--- config.mk ---
export PLATFORM = sky130hd
export DESIGN_NAME = dfr0520_spi_slave_flat
export DESIGN_NICKNAME = d
export VERILOG_FILES = /design/src/rtl/dfr0520_spi_slave_pkg.sv /design/src/rtl/dfr0520_spi_slave_if.sv /design/src/rtl/dfr0520_sync.sv /design/src/rtl/dfr0520_spi_slave.sv /design/src/flat_wrapper.sv
export SDC_FILE = /design/constraint.sdc
export NUM_CORES = 1
export LEC_CHECK = 0
export ABC_CLOCK_PERIOD_IN_PS = 5000
export CAP_MARGIN = 20
export CORE_ASPECT_RATIO = 0.7
export CORE_MARGIN = 2
export CORE_UTILIZATION = 57
export CTS_CLUSTER_SIZE = 8
export DETAILED_ROUTE_END_ITERATION = 7
export PLACE_DENSITY = 0.82
export REMOVE_ABC_BUFFERS = 1
export SLEW_MARGIN = 0
export SYNTH_ARGS = -nofsm -noshare
export SYNTH_HDL_FRONTEND = slang
export SYNTH_SLANG_ARGS = --single-unit
--- constraint.sdc ---
create_clock -name clk_in -period 5 [get_ports clk_in]
set_input_delay 1.5 -clock clk_in [delete_from_list [all_inputs] [get_ports clk_in]]
set_output_delay 1.5 -clock clk_in [all_outputs]
set_load 0.02 [all_outputs]
--- src/rtl/dfr0520_spi_slave_pkg.sv ---
// rtl/dfr0520_spi_slave_pkg.sv - shared command codes, frame layout and FSM types for the DFR0520 pot link
package dfr0520_spi_slave_pkg;

  localparam logic [1:0] CMD_NONE  = 2'b00;
  localparam logic [1:0] CMD_WRITE = 2'b01;
  localparam logic [1:0] CMD_SHDN  = 2'b10;

  localparam int FRAME_LEN = 16;
  localparam int CMD_LSB   = 12;
  localparam int SEL_LSB   = 8;
  localparam int DATA_LSB  = 0;

  // Bits 15:14 never need storing; they fall off the top of a 14-bit shifter.
  localparam int SHREG_W = CMD_LSB + 2;

  typedef enum logic [1:0] {
    ST_IDLE,
    ST_SHIFT,
    ST_COMMIT
  } state_t;

  typedef struct packed {
    logic [1:0] cmd;
    logic [1:0] sel;
    logic [7:0] data;
  } frame_t;

  function automatic frame_t unpack_frame(input logic [SHREG_W-1:0] w);
    frame_t f;
    f.cmd  = w[CMD_LSB+1:CMD_LSB];
    f.sel  = w[SEL_LSB+1:SEL_LSB];
    f.data = w[DATA_LSB+7:DATA_LSB];
    return f;
  endfunction

endpackage

--- src/rtl/dfr0520_spi_slave_if.sv ---
// rtl/dfr0520_spi_slave_if.sv - SPI pin bundle between pot-command master and responder
interface dfr0520_spi_slave_if;
  logic CS;
  logic SCK;
  logic MOSI;

  modport master (output CS, output SCK, output MOSI);
  modport slave  (input CS, input SCK, input MOSI);
endinterface

--- src/rtl/dfr0520_sync.sv ---
// rtl/dfr0520_sync.sv - multi-flop synchroniser with selectable reset value
module dfr0520_sync #(
  parameter int   STAGES    = 2,
  parameter logic RESET_VAL = 1'b0
) (
  input  logic clk,
  input  logic rst_n,
  input  logic d,
  output logic q
);

  logic [STAGES-1:0] ff;

  always_ff @(posedge clk or negedge rst_n) begin
    if (!rst_n) ff <= {STAGES{RESET_VAL}};
    else        ff <= {ff[STAGES-2:0], d};
  end

  assign q = ff[STAGES-1];

endmodule

--- src/rtl/dfr0520_spi_slave.sv ---
// rtl/dfr0520_spi_slave.sv - oversampled SPI responder decoding DFR0520 frames into wiper/shutdown registers
module dfr0520_spi_slave
  import dfr0520_spi_slave_pkg::*;
#(
  parameter int         SYNC_STAGES = 2,
  parameter logic [7:0] RESET_WIPER = 8'h80,
  parameter int         FRAME_BITS  = FRAME_LEN
) (
  input  logic                 clk_in,
  input  logic                 rst_n,
  dfr0520_spi_slave_if.slave   spi,
  output logic [7:0]           wiper0,
  output logic [7:0]           wiper1,
  output logic [1:0]           shdn,
  output logic                 frame_valid,
  output logic [1:0]           frame_cmd,
  output logic [1:0]           frame_sel,
  output logic [7:0]           frame_data,
  output logic                 frame_err
);

  localparam int                 CNT_W   = $clog2(FRAME_BITS + 2);
  localparam logic [CNT_W-1:0]   CNT_MAX = CNT_W'(FRAME_BITS + 1);
  localparam logic [CNT_W-1:0]   CNT_OK  = CNT_W'(FRAME_BITS);

  logic cs_s, sck_s, mosi_s;

  dfr0520_sync #(.STAGES(SYNC_STAGES), .RESET_VAL(1'b1)) u_sync_cs (
    .clk(clk_in), .rst_n(rst_n), .d(spi.CS), .q(cs_s)
  );
  dfr0520_sync #(.STAGES(SYNC_STAGES), .RESET_VAL(1'b0)) u_sync_sck (
    .clk(clk_in), .rst_n(rst_n), .d(spi.SCK), .q(sck_s)
  );
  dfr0520_sync #(.STAGES(SYNC_STAGES), .RESET_VAL(1'b0)) u_sync_mosi (
    .clk(clk_in), .rst_n(rst_n), .d(spi.MOSI), .q(mosi_s)
  );

  // Edge pulses are registered; mosi_q and cs_q are delayed alongside so all
  // FSM inputs describe the same pin instant.
  logic cs_q, sck_q, mosi_q;
  logic cs_rise, sck_rise;

  always_ff @(posedge clk_in or negedge rst_n) begin
    if (!rst_n) begin
      cs_q     <= 1'b1;
      sck_q    <= 1'b0;
      mosi_q   <= 1'b0;
      cs_rise  <= 1'b0;
      sck_rise <= 1'b0;
    end else begin
      cs_q     <= cs_s;
      sck_q    <= sck_s;
      mosi_q   <= mosi_s;
      cs_rise  <= cs_s & ~cs_q;
      sck_rise <= sck_s & ~sck_q;
    end
  end

  state_t             state;
  logic [SHREG_W-1:0] shreg;
  logic [CNT_W-1:0]   bit_cnt;
  frame_t             fr;

  assign fr = unpack_frame(shreg);

  always_ff @(posedge clk_in or negedge rst_n) begin
    if (!rst_n) begin
      state       <= ST_IDLE;
      shreg       <= '0;
      bit_cnt     <= '0;
      wiper0      <= RESET_WIPER;
      wiper1      <= RESET_WIPER;
      shdn        <= 2'b00;
      frame_valid <= 1'b0;
      frame_err   <= 1'b0;
      frame_cmd   <= 2'b00;
      frame_sel   <= 2'b00;
      frame_data  <= 8'h00;
    end else begin
      frame_valid <= 1'b0;
      frame_err   <= 1'b0;
      case (state)
        ST_IDLE: begin
          if (!cs_q) begin
            state   <= ST_SHIFT;
            bit_cnt <= '0;
          end
        end
        ST_SHIFT: begin
          // A CS rise wins over a coincident SCK edge.
          if (cs_rise) begin
            state <= ST_COMMIT;
          end else if (sck_rise) begin
            shreg <= {shreg[SHREG_W-2:0], mosi_q};
            if (bit_cnt != CNT_MAX) bit_cnt <= bit_cnt + 1'b1;
          end
        end
        ST_COMMIT: begin
          state <= ST_IDLE;
          if (bit_cnt == CNT_OK) begin
            frame_valid <= 1'b1;
            frame_cmd   <= fr.cmd;
            frame_sel   <= fr.sel;
            frame_data  <= fr.data;
            if (fr.cmd == CMD_WRITE) begin
              if (fr.sel[0]) begin
                wiper0  <= fr.data;
                shdn[0] <= 1'b0;
              end
              if (fr.sel[1]) begin
                wiper1  <= fr.data;
                shdn[1] <= 1'b0;
              end
            end else if (fr.cmd == CMD_SHDN) begin
              shdn <= shdn | fr.sel;
            end
          end else begin
            frame_err <= 1'b1;
          end
        end
        default: state <= ST_IDLE;
      endcase
    end
  end

endmodule

--- src/flat_wrapper.sv ---
// flat-port wrapper written by rule: the top's interface ports become plain ports
module dfr0520_spi_slave_flat import dfr0520_spi_slave_pkg::*;
#(
  parameter int         SYNC_STAGES = 2,
  parameter logic [7:0] RESET_WIPER = 8'h80,
  parameter int         FRAME_BITS  = FRAME_LEN
)
  (clk_in, rst_n, wiper0, wiper1, shdn, frame_valid, frame_cmd, frame_sel, frame_data, frame_err, spi_CS, spi_SCK, spi_MOSI);
  dfr0520_spi_slave_if spi_i ();
  input  logic clk_in;
  input  logic rst_n;
  output logic [7:0] wiper0;
  output logic [7:0] wiper1;
  output logic [1:0] shdn;
  output logic frame_valid;
  output logic [1:0] frame_cmd;
  output logic [1:0] frame_sel;
  output logic [7:0] frame_data;
  output logic frame_err;
  input wire logic [$bits(spi_i.CS)-1:0] spi_CS;
  input wire logic [$bits(spi_i.SCK)-1:0] spi_SCK;
  input wire logic [$bits(spi_i.MOSI)-1:0] spi_MOSI;
  assign spi_i.CS = spi_CS;
  assign spi_i.SCK = spi_SCK;
  assign spi_i.MOSI = spi_MOSI;
  dfr0520_spi_slave #(.SYNC_STAGES(SYNC_STAGES), .RESET_WIPER(RESET_WIPER), .FRAME_BITS(FRAME_BITS)) u_core (.clk_in(clk_in), .rst_n(rst_n), .spi(spi_i), .wiper0(wiper0), .wiper1(wiper1), .shdn(shdn), .frame_valid(frame_valid), .frame_cmd(frame_cmd), .frame_sel(frame_sel), .frame_data(frame_data), .frame_err(frame_err));
endmodule
==> results by group <==
GRT
  – Number of global-route vias before repair: between 1500 and 2000
  – Initial antenna violation count: 0
  – First-pass GRT wire length: 8.09 mm
  – Total gr overflow: 0
  – Pin count of the biggest net entering global routing: 37
  – GRT Util Overall: 21.9%

CTS
  – Total number of H-tree levels: 3
  – Clock Latency Late Sink: 0.34 ns
  – TritonCTS Sinks: 64
  – Num CTS Buffers: 9
  – Cts-stage hold buffer count: 0
  – CTS root buffer: clkbuf_8
  – Clock Path Buffers: 2
  – Cts repair resizes: 0
  – Clk slew on worst S/H paths: ~0.07 ns
  – Post-CTS Setup Inserts: 0
  – CTS tree: yes

Synthesis
  – Synth cell types: roughly 40
  – Top cells by area, synth: dfrtp_1 (58%), mux2_4 (9.4%), nand2_1 (5.6%), dfstp_2 (5.1%), mux2_1 (4.0%)
  – Register area share after synthesis: 62.7%
  – Yosys reg bits: between 60 and 70
  – Post-synth top area share: 57.6%
  – Commonest cells in the netlist: dfrtp_1 (59), nand2_1 (38), mux2_4 (16)
  – Post-synth EDFFs: 0
  – Most frequent cell after synthesis: dfrtp_1
  – Mapped Area: about 0.0026 mm²
  – Top cell type by total area after synthesis: dfrtp_1
  – Ys Warns: 0
  – Ys async rst share: between 90% and 100%
  – Syn Area/Cell: between 10 and 15 µm²
  – Post-Syn Instances: around 190
  – Top_reg_cell synth: dfrtp_1

Worst setup path
  – CP Launch Type: flop
  – Critical path required time: roughly 3.5 ns
  – Worst R2R Start: u_core.bit_cnt[0]$_DFFE_PN0P_
  – FF-to-FF path depth: 5
  – Crit Path Class: flop to primary output
  – CP max stage delay: ~0.6 ns
  – CP max-delay cell: clkdlybuf4s50_1
  – Crit path buf inv count: 1
  – Setup crit end kind: primary output
  – WP data arrival: 1.46 ns
  – Worst flop-to-flop path endpoint: u_core.frame_cmd[1]$_DFFE_PN0P_
  – CP delay by family, top: buffers and inverters
  – Crit Path Max Fanout: 2
  – Critical path cell sequence: clkdlybuf4s50_1
  – R2R setup slack: 3.17 ns

Timing
  – Setup Skew: 0.0102 ns
  – Setup TNS: 0 ns
  – RSZ-0062 raised after global routing: false
  – Hold Vio Cnt, Final: 0
  – Pin slew with the least headroom to its limit: between 0.7 and 0.8 ns
  – Final max-slew violation count: 0
  – Fmax: 338 MHz
  – Max-Slew Margin vs Limit: a little under half
  – Final worst-path cycle share: 59.2%
  – Tmin final: 2.96 ns
  – Final setup violation count: 0

Outcome
  – Status: completed

Pwr
  – Max IR drop VDD: between 200 and 300 µV
  – Sequential fraction of design power: a little under three fifths
  – Final Power: ~1.1 mW
  – Power density over cell area: ~360 mW/mm²
  – Switching power total: about 300 µW
  – Logic pwr share: under 10%
  – Lkg Pwr: between 1.5 and 2 nW
  – Internal power: 824 µW
  – Clk pwr share: between 30% and 40%
  – Sw frac: between 20% and 30%

Route
  – Vias per Instance: between 5 and 6
  – Vias: between 1500 and 2000
  – Post-Route WL: between 4 and 5 mm
  – First-pass DRT Iterations: 4
  – # DRC: 0
  – Final ANT Viol Nets: 0
  – Iteration-0 DRC Markers: approximately 120
  – Post-DR wirelength/cell: approximately 17 µm

Cells and area
  – Post-Layout Cell Count: between 200 and 300
  – # diodes: 0
  – Layout cells sized above 1: approximately a fifth
  – Fin util: 72.7%
  – Area added between synthesis and finish: 22.7%
  – # fillers: 299
  – Final nets: ~240

Floorplanning
  – Std-Cell Rows: 20
  – Core Region: 0.00433 mm²
  – Die footprint: 0.00506 mm²
  – # IOs: 37
  – Chip height: 60.1 µm
  – Die Width: between 80 and 90 µm
  – Initial Util: 59.2%

Worst hold path
  – Worst hold path depth: 0
  – HP Start: u_core.u_sync_sck.ff[0]$_DFF_PN0_
  – Hold Path Sink: u_core.u_sync_sck.ff[1]$_DFF_PN0_
  – Hold WC Path Type: flop to flop

Placed design
  – Global placer's final weighted congestion: a little over 0.7
  – Hpwl dp: between 3 and 4 mm
  – Port Buffers: 36
  – Cell count after placement: around 270

Job
  – Max-cap violations: 0
## metrics by stage
stage	setup slack, ns	cell area [µm²]	hold slack, ns
after floorplan	2.47	2520	0.331
after global placement	2.41	2960	0.333
after detailed placement	2.39	2960	0.337
after CTS	2.03	3150	0.353
after global routing	2.00	3150	0.368
final	2.04	3150	0.349
## layer usage
layer  share of wire, %  up-vias  GRT usage [%]
met5                  0        -              0
met4                1.8        0           9.45
met3                4.4       11           6.49
met2                 47       48           34.5
met1                 47      817           28.9
li1                   -      735              -
## state kept, by name, summed over array words and instances, names as in the netlist, 5 cells and up
signal and flops:
u_core.shreg 14, u_core.wiper0 8, u_core.bit_cnt 5, u_core.wiper1 8, u_core.frame_data 8
## layout by cell type, fill, tap and decap left out, drive strengths merged, types with 2 or more instances in the layout
cell | synthesis | routed
a22o | 2 | 2
nand4bb | 3 | 3
dfrtp | 59 | 59
a41oi | 2 | 2
and3 | 2 | 2
o21ai | 2 | 2
nand2b | 2 | 2
nor2b | 6 | 6
inv | 4 | 4
and2 | 2 | 2
ha | 3 | 3
nand3 | 2 | 2
nand2 | 39 | 39
clkdlybuf4s50 | 0 | 35
mux2 | 28 | 28
a21oi | 3 | 3
dfstp | 5 | 5
nor3 | 2 | 2
clkbuf | 1 | 14
buf | 5 | 3
## power groups by stage
stage                     registers [mW]  logic, mW  clock network [mW]
after floorplan                    0.607     0.0629                   0
after global placement             0.622     0.0873                   0
after detailed placement           0.626     0.0901                   0
after CTS                          0.617     0.0915               0.415
after global routing               0.627      0.107               0.434
final                              0.619     0.0907               0.409
## final cells by class
type	instances	area, µm²	share of cell area [%]
Sequential cell	64	1610	51.1
Multi-Input combinational cell	113	900	28.6
Timing Repair Buffer	38	370	11.8
Clock buffer	14	173	5.49
Tap cell	55	68.8	2.19
Inverter	4	15.0	0.477
Clock inverter	2	12.5	0.398
## logic make-up after synthesis
logic type / after synthesis / share of synthesized area [%]
and+or+nand+nor: 66 / 14.2
DFF: 64 / 62.7
buffers and inverters: 10 / 2.44
adders and majority gates: 3 / 1.46
AOI/OAI and AO/OA: 16 / 4.59
muxes: 28 / 14.6
## worst register-to-register path, delay by kind of cell (launching register included)
kind / cells / cell delay (ns)
buffers and inverters: 1 / 0.08
adders and majority gates: 1 / 0.16
muxes: 1 / 0.42
and+or+nand+nor: 2 / 0.61
DFF: 1 / 0.44
## how the worst max path moves through the flow
| stage | from | endpoint | slack (ns) | cells after the start |
|---|---|---|---|---|
| 5_1_grt | u_core.wiper1[7]$_DFFE_PN1P_ | wiper1[7] | 2.00 | 1 |
| 2_1_floorplan | u_core.state[1]$_DFFE_PN0P_ | u_core.bit_cnt[3]$_DFFE_PN0P_ | 2.47 | 3 |
| 4_1_cts | u_core.wiper1[7]$_DFFE_PN1P_ | wiper1[7] | 2.03 | 1 |
| 3_5_place_dp | u_core.wiper1[7]$_DFFE_PN1P_ | wiper1[7] | 2.39 | 1 |
| 6_report | u_core.wiper1[7]$_DFFE_PN1P_ | wiper1[7] | 2.04 | 1 |
| 3_3_place_gp | u_core.wiper1[7]$_DFFE_PN1P_ | wiper1[7] | 2.41 | 1 |
Power figures use the tool's default switching activity.
